## src/rtl/bcd_pkg.sv

```systemverilog
// Shared BCD digit constants and helpers for the N-digit up/down counter.
package bcd_pkg;
  localparam int         BCD_DIGIT_W = 4;
  localparam logic [3:0] BCD_MAX     = 4'd9;
  localparam logic [3:0] BCD_MIN     = 4'd0;

  function automatic logic bcd_digit_valid(input logic [BCD_DIGIT_W-1:0] d);
    return d <= BCD_MAX;
  endfunction

  function automatic logic [BCD_DIGIT_W-1:0] bcd_clamp(input logic [BCD_DIGIT_W-1:0] d);
    return (d > BCD_MAX) ? BCD_MAX : d;
  endfunction
endpackage

```

## src/rtl/bcd_digit_step.sv

```systemverilog
// One BCD digit of the increment/decrement ripple; moves only when ci is set.
module bcd_digit_step
  import bcd_pkg::*;
(
  input  logic [BCD_DIGIT_W-1:0] digit,
  input  logic                   up,
  input  logic                   ci,
  output logic [BCD_DIGIT_W-1:0] nxt,
  output logic                   co
);
  always_comb begin
    nxt = digit;
    if (ci) begin
      if (up) nxt = (digit >= BCD_MAX) ? BCD_MIN : digit + 4'd1;
      else    nxt = (digit == BCD_MIN) ? BCD_MAX : digit - 4'd1;
    end
  end

  assign co = ci & (up ? (digit == BCD_MAX) : (digit == BCD_MIN));
endmodule

```

## src/rtl/bcd_updown_counter_n.sv

```systemverilog
// N-digit BCD up/down counter with validated load, programmable limit and
// wrap/saturate boundary behaviour.
module bcd_updown_counter_n
  import bcd_pkg::*;
#(
  parameter int DIGITS = 4,
  parameter bit WRAP   = 1'b1
) (
  input  logic                          clk,
  input  logic                          Clr,
  input  logic                          Enable,
  input  logic                          Load,
  input  logic                          Up,
  input  logic [BCD_DIGIT_W*DIGITS-1:0] D,
  input  logic [BCD_DIGIT_W*DIGITS-1:0] Limit,
  output logic [BCD_DIGIT_W*DIGITS-1:0] Q,
  output logic                          CO,
  output logic                          LoadErr
);
  localparam int W = BCD_DIGIT_W * DIGITS;

  logic [W-1:0]      eff_lim;
  logic [W-1:0]      step_q;
  logic [W-1:0]      cnt_q;
  logic [DIGITS:0]   carry;
  logic [DIGITS-1:0] d_dig_ok;
  logic              d_valid;
  logic              up_term;
  logic              dn_term;

  assign carry[0] = 1'b1;

  for (genvar g = 0; g < DIGITS; g++) begin : g_dig
    assign eff_lim[g*BCD_DIGIT_W +: BCD_DIGIT_W] = bcd_clamp(Limit[g*BCD_DIGIT_W +: BCD_DIGIT_W]);
    assign d_dig_ok[g] = bcd_digit_valid(D[g*BCD_DIGIT_W +: BCD_DIGIT_W]);

    bcd_digit_step u_step (
      .digit (Q[g*BCD_DIGIT_W +: BCD_DIGIT_W]),
      .up    (Up),
      .ci    (carry[g]),
      .nxt   (step_q[g*BCD_DIGIT_W +: BCD_DIGIT_W]),
      .co    (carry[g+1])
    );
  end

  // With all digits valid BCD, binary magnitude compare matches decimal order.
  assign d_valid = (&d_dig_ok) && (D <= eff_lim);
  assign up_term = (Q >= eff_lim);
  // Borrow falling off the top digit in down mode means every digit was 0.
  assign dn_term = carry[DIGITS];

  always_comb begin
    cnt_q = step_q;
    if (Up) begin
      if (up_term) cnt_q = WRAP ? '0 : Q;
    end else begin
      if (dn_term) cnt_q = WRAP ? eff_lim : Q;
    end
  end

  assign CO = Enable & ~Load & (Up ? up_term : dn_term);

  always_ff @(posedge clk or posedge Clr) begin
    if (Clr) begin
      Q       <= '0;
      LoadErr <= 1'b0;
    end else if (Load) begin
      if (d_valid) begin
        Q       <= D;
        LoadErr <= 1'b0;
      end else begin
        LoadErr <= 1'b1;
      end
    end else if (Enable) begin
      Q <= cnt_q;
    end
  end
endmodule

```

## config.mk

```make
export PLATFORM = sky130hd
export DESIGN_NAME = bcd_updown_counter_n
export DESIGN_NICKNAME = d
export VERILOG_FILES = /design/src/rtl/bcd_pkg.sv /design/src/rtl/bcd_digit_step.sv /design/src/rtl/bcd_updown_counter_n.sv
export SDC_FILE = /design/constraint.sdc
export NUM_CORES = 1
export LEC_CHECK = 0
export CORE_UTILIZATION = 46
export DETAILED_ROUTE_END_ITERATION = 10
export PLACE_DENSITY = 0.82
export RECOVER_POWER = 100
export REMOVE_ABC_BUFFERS = 1
export SYNTH_ARGS = -nofsm -noshare
export SYNTH_HDL_FRONTEND = slang
export SYNTH_SLANG_ARGS = --single-unit
export TNS_END_PERCENT = 10
```

## constraint.sdc

```tcl
create_clock -name clk -period 3.67 [get_ports clk]
set_clock_uncertainty 0.05 [all_clocks]
set_input_delay 0.5505 -clock clk [delete_from_list [all_inputs] [get_ports clk]]
set_output_delay 0.5505 -clock clk [all_outputs]
set_load 0.1 [all_outputs]
```

# Word level (Yosys, flattened, before mapping)
# Index checks and enable logic that the tools add are counted.
# word_totals
register_bits,17
latch_bits,0
mem_bits_rw,0
romBits,0
inputBits,37
out_inout_bits,18
wordCells,74
memories,0
# op_classes
add_sub_neg,8
multipliers,0
div_mod_pow,0
magnitude_cmp,14
eq_ne,5
shifts,0
muxes,31
bitwise,6
reduce_logical,8
# op_table
operator,count
16-bit 2-to-1 mux,6
4-bit 2-to-1 mux,19
"4-bit by 1-bit adder with 4-bit output, second input constant",4
"4-bit equality test, second input constant",4
16-bit >= comparator,1
"4-bit >= comparator, second input constant",4
"4-bit > comparator, second input constant",4
16-bit less-or-equal comparator,1
"4-bit less-or-equal comparator, second input constant",4
4-bit logical NOT,4
"4-bit by 1-bit subtractor with 4-bit output, second input constant",4
1-bit 2-to-1 mux,6
1-bit AND,5
4-bit AND reduction,1
"2-bit by 1-bit inequality test with 1-bit output, second input constant",1
2-bit AND reduction,1
2-bit nonzero test,1
1-bit logical AND,1
1-bit NOT,1

# Logic depth before layout (Yosys ltp)
# logic_depth
ltp_word,9
depth_mapped,12
mapped_depth_nobuf,11

# Cells and area by module
# Synthesis repeated with hierarchy kept, for this count alone.
# unflattened
hier_cells,391
area_unflattened_um2,3186.8
# modules_own_cells
module,n_inst,cells_per_inst,area_per_inst_um2,seq_area_each_um2
bcd_updown_counter_n,1,223,1915.6,425.4
bcd_digit_step,4,42,317.8,0.0

# Least setup slack after synthesis
# Ideal clock, no wire load.
# synth_path
path_kind,register -> output
startpoint,register Q[8]
endpoint,output port CO
t_arrival_ns,3.861
required_ns,3.069
path_slack_ns,-0.792
stages_incl_launch_ff,9
path_buffers,1
path_cell_list,dfrtp_1 > inv_1 > ha_1 > or4b_4 > and2_4 > or3_4 > and2_1 > buf_6 > nor2_1
# synth_via
elab_chain_len,6
elab_cells_between_ends,8
cone_classes,order compare: 1; eq/ne: 1; mux: 2; bitwise: 3; reduce/logical: 1
# synth_rtl
item,line,rtl
start: declaration,bcd_updown_counter_n.sv:16,"output logic [BCD_DIGIT_W*DIGITS-1:0] Q,"
start signal: assignment,bcd_updown_counter_n.sv:75,Q <= cnt_q;
"parallel branches: the longest is 4 deep, another holds 16-bit >= comparator",--,
1-bit 2-to-1 mux (*),bcd_updown_counter_n.sv:61,assign CO = Enable & ~Load & (Up ? up_term : dn_term);
1-bit AND (*),bcd_updown_counter_n.sv:61,
end: declaration,bcd_updown_counter_n.sv:17,"output logic CO,"
# Mark *: on every way between the ends.

# Worst setup path after layout
# layout_path
startpoint,input port Limit[11]
endpoint,output port CO
# layout_via
elab_chain_len,5
# layout_rtl
item,line,rtl
start: declaration,bcd_updown_counter_n.sv:15,"input logic [BCD_DIGIT_W*DIGITS-1:0] Limit,"
4-bit > comparator,bcd_pkg.sv:12,return (d > BCD_MAX) ? BCD_MAX : d;
4-bit 2-to-1 mux (*),bcd_pkg.sv:12,
16-bit >= comparator (*),bcd_updown_counter_n.sv:48,assign up_term = (Q >= eff_lim);
1-bit 2-to-1 mux (*),bcd_updown_counter_n.sv:61,
1-bit AND (*),bcd_updown_counter_n.sv:61,
# Mark *: on every way between the ends. The rest lies on a longest branch, timed or not.

==> flow_summary_export.csv <==
group,metric,value,unit
run_status,status,"complete, no violations",
grt,grtUsageTotal,0.262,
setup_path,timing_startpoint_of_the_critical_path,"Limit[11]",
sta,setup-violations-final,0,
placement,dp.final_hpwl,6.14,mm
yosys,netlist.top_cell.by_area,"ha_1",
grt,grt_antenna_before_repair,0,
yosys,synthDominantCellAreaShare,0.202,
sta,post-route-period-util,0.945,
setup_path,nature_of_the_critical_path_startpoint,"input pin",
floorplan,die-area,6230,um^2
power_and_ir_drop,cellPowerDensity,466,nW/um^2
yosys,ys_seq_area_frac,0.156,
grt,grt_start_max_net_pins,34,
sta,max_slew.worst_pin.slew,982,ps
cts,ctsHoldBuffers,0,
cts,cts.repair_timing.setup_buffer_count,0,
floorplan,die-width,78.9,um
placement,pre_cts_slack,264,ps
setup_path,worstSetupEndpointType,"output port",
final_layout,number_of_diodes_added_for_antenna_fixing,0,
route,number_of_drc_violations_after_detailed_routing,0,
job,max-cap-violations,0,
sta,finalMaxSlewViolations,0,
sta,grt_setup_unrepaired,"false",
final_layout,num-fill-cells,536,
cts,clock_tree.root_cell,"clkbuf_8",
yosys,number_of_warnings_printed_during_yosys_synthesis,0,
sta,timing.final.crit_period,3470,ps
yosys,netlist_area,2720,um^2
yosys,synthCells,367,
floorplan,dieHeight,78.9,um
final_layout,utilization,0.605,
power_and_ir_drop,power.switching_fraction,0.574,
power_and_ir_drop,power.ir.vdd_worst,367,uV
cts,htree_num_levels,1,
route,dr.pass1.iters,5,
setup_path,worst_ep_arrival_time,2870,ps
worst_hold_path,worstHoldPathType,"reg2reg",
yosys,ys_ff_latch,17,
yosys,synth.distinct_cells,61,
sta,setup-tns-final,0,ps
sta,max_slew_margin,0.343,
final_layout,area.growth.synth_to_final,24.6,%
power_and_ir_drop,share_seq_of_total_power,0.216,
yosys,synthTopCellsByCount,"ha_1 (44), o21ai_0 (36), a21oi_1 (33)",
setup_path,slowest_delay,450,ps
power_and_ir_drop,p_clk_frac,0.100,
route,vias,3012,
worst_hold_path,holdCritStartpoint,"LoadErr$_DFFE_PP0P_",
setup_path,worstPathMaxFanout,5,
final_layout,nNetsFinal,498,
sta,hold_viol,0,
grt,grt_remaining_overflow,0,
setup_path,cpLargestDelayFamily,"buffers and inverters",
route,drtIter0Drc,188,
setup_path,worst_r2r_startpoint,"Q[4]$_DFFE_PP0P_",
placement,place.gp.congestion,0.900,
final_layout,post_route_cells_drive_above_1_share,0.0697,
route,routedWlPerCell,16.6,um
cts,cts_resized,0,
grt,grt_pass1_wl,12.9,mm
yosys,number_of_enable_type_register_cells_in_the_synthesized_netlist,0,
cts,clock_pin_slew_of_the_registers_on_the_worst_case_setup_and_hold_paths,70,ps
power_and_ir_drop,power.combinational.fraction,0.684,
power_and_ir_drop,net-switching-power,906,uW
setup_path,worst-path-buf-inv,3,
floorplan,placeableCoreArea,5610,um^2
cts,insertion_delay,270,ps
grt,grt_pass1_vias,2681,
placement,port_buffers,54,
route,antenna_violating_nets_post_route,0,
setup_path,slowest_stage,"clkdlybuf4s50_1",
cts,clk_path_buf_depth,2,
setup_path,worst-setup-path-type,"in2out",
yosys,synth_area_per_cell,7.42,um^2
cts,clock_sink_count,17,
route,via_per_inst,6.17,
power_and_ir_drop,cell_internal_pwr,673,uW
yosys,synthTopCellsByArea,"ha_1 (20%), dfrtp_1 (16%), o21ai_0 (6.6%)",
floorplan,num_rows,27,
sta,timing.final.ws_setup,201,ps
setup_path,critical_path_required,3070,ps
yosys,post_synth_arst_share,1.00,
floorplan,boundaryPins,55,
setup_path,timing.critical_path.cells,"clkdlybuf4s50_1, inv_1, nand2_1, ha_1, and3_1, o21ai_0, nand3_1, o31ai_1, and2_1, nor2_1, buf_4",
yosys,synth_most_common_cell,"ha_1",
floorplan,starting_density_of_the_core,0.485,
route,routed_wirelength,8.09,mm
power_and_ir_drop,p_leak,0.00145,uW
sta,fmaxAchievable,288,MHz
cts,cts_made_buffers,3,
cts,tritoncts,"yes",
yosys,ys_dominant_reg_cell,"dfrtp_1",
==> worst paths after layout <==
kind / slack, ps / endpoint / cells after the start
max: 200 / CO / 11
min: 450 / LoadErr$_DFFE_PP0P_ / 2
max reg2reg: 760 / Q[14]$_DFFE_PP0P_ / 10
min reg2reg: 450 / LoadErr$_DFFE_PP0P_ / 2
max in group asynchronous: 2280 / Q[14]$_DFFE_PP0P_ / 2
min in group asynchronous: 800 / Q[3]$_DFFE_PP0P_ / 2
==> stage by stage <==
step | instance area, um^2 | cells | total power, uW | hold slack [ps]
after floorplan | 2640 | 348 | 1120 | 427
final | 3390 | 488 | 1580 | 453
after global placement | 3360 | 484 | 1410 | 441
after global routing | 3390 | 488 | 1680 | 489
after CTS | 3410 | 488 | 1590 | 464
after detailed placement | 3360 | 484 | 1430 | 447
==> power by group through the flow <==
stage,Sequential [uW],Combinational [uW],Clock [uW]
final,341,1080,158
after global routing,353,1160,169
after CTS,340,1090,156
after detailed placement,344,1090,0
after global placement,342,1070,0
after floorplan,642,477,0
==> cells in the final DEF, fill, tap and decap left out, types with 4 or more instances in the layout <==
cell             Yosys  layout
inv_1               23      23
buf_4                1       8
dlygate4sd3_1        0      18
o31ai_1              4       4
o211ai_1             5       5
nand2_1             26      26
nor3_1               4       4
o22ai_1             11      11
ha_1                44      44
o21ai_1             16      13
o21ai_0             36      39
and3_1               4       4
nand2b_1             7       7
dfrtp_1             17      17
clkdlybuf4s50_1      0      35
a21oi_1             33      33
o21a_1               4       4
nor2_1              31      31
nand3_1             14      14
a21o_1               5       5
nand4_1              6       6
a31oi_1              4       4
==> cells by family after synthesis <==
| group | synth area share |
|---|---|
| compound gates | 0.332 |
| xor+xnor | 0.00322 |
| fa+ha+maj | 0.202 |
| buf+inv | 0.0648 |
| flops | 0.156 |
| mux | 0.0244 |
| simple gates | 0.217 |
==> final cells by class <==
| cell class | instances | area [um^2] | area share |
|---|---|---|---|
| inverter | 24 | 90.1 | 0.0266 |
| clock buffer | 3 | 41.3 | 0.0122 |
| multi-input combinational | 307 | 2120 | 0.625 |
| timing repair buffer | 64 | 619 | 0.183 |
| clock inverter | 1 | 5.00 | 0.00148 |
| sequential | 17 | 425 | 0.125 |
| tap | 72 | 90.1 | 0.0266 |
==> sequential cells by signal, summed over array words and instances, names as in the netlist <==
signal and flops:
LoadErr 1, Q 16
==> routing by layer <==
metal  vias up  GRT usage  wire, um
met2       147      0.441      3780
met1      1367      0.355      3600
met5         -          0         0
met4         0     0.0600       104
li1       1485          -         -
met3        13     0.0356       607
==> worst reg2reg max path, cell delays in order (launching register included) <==
cell       delay, ps
dfrtp_1          490
inv_1            200
ha_1             310
nor4b_1          400
o22ai_1          190
buf_4            200
nor2_1           290
o2111ai_1        170
o211ai_1         140
a2bb2oi_1         90
mux2_2           260
(Power assumes the default switching activity.)
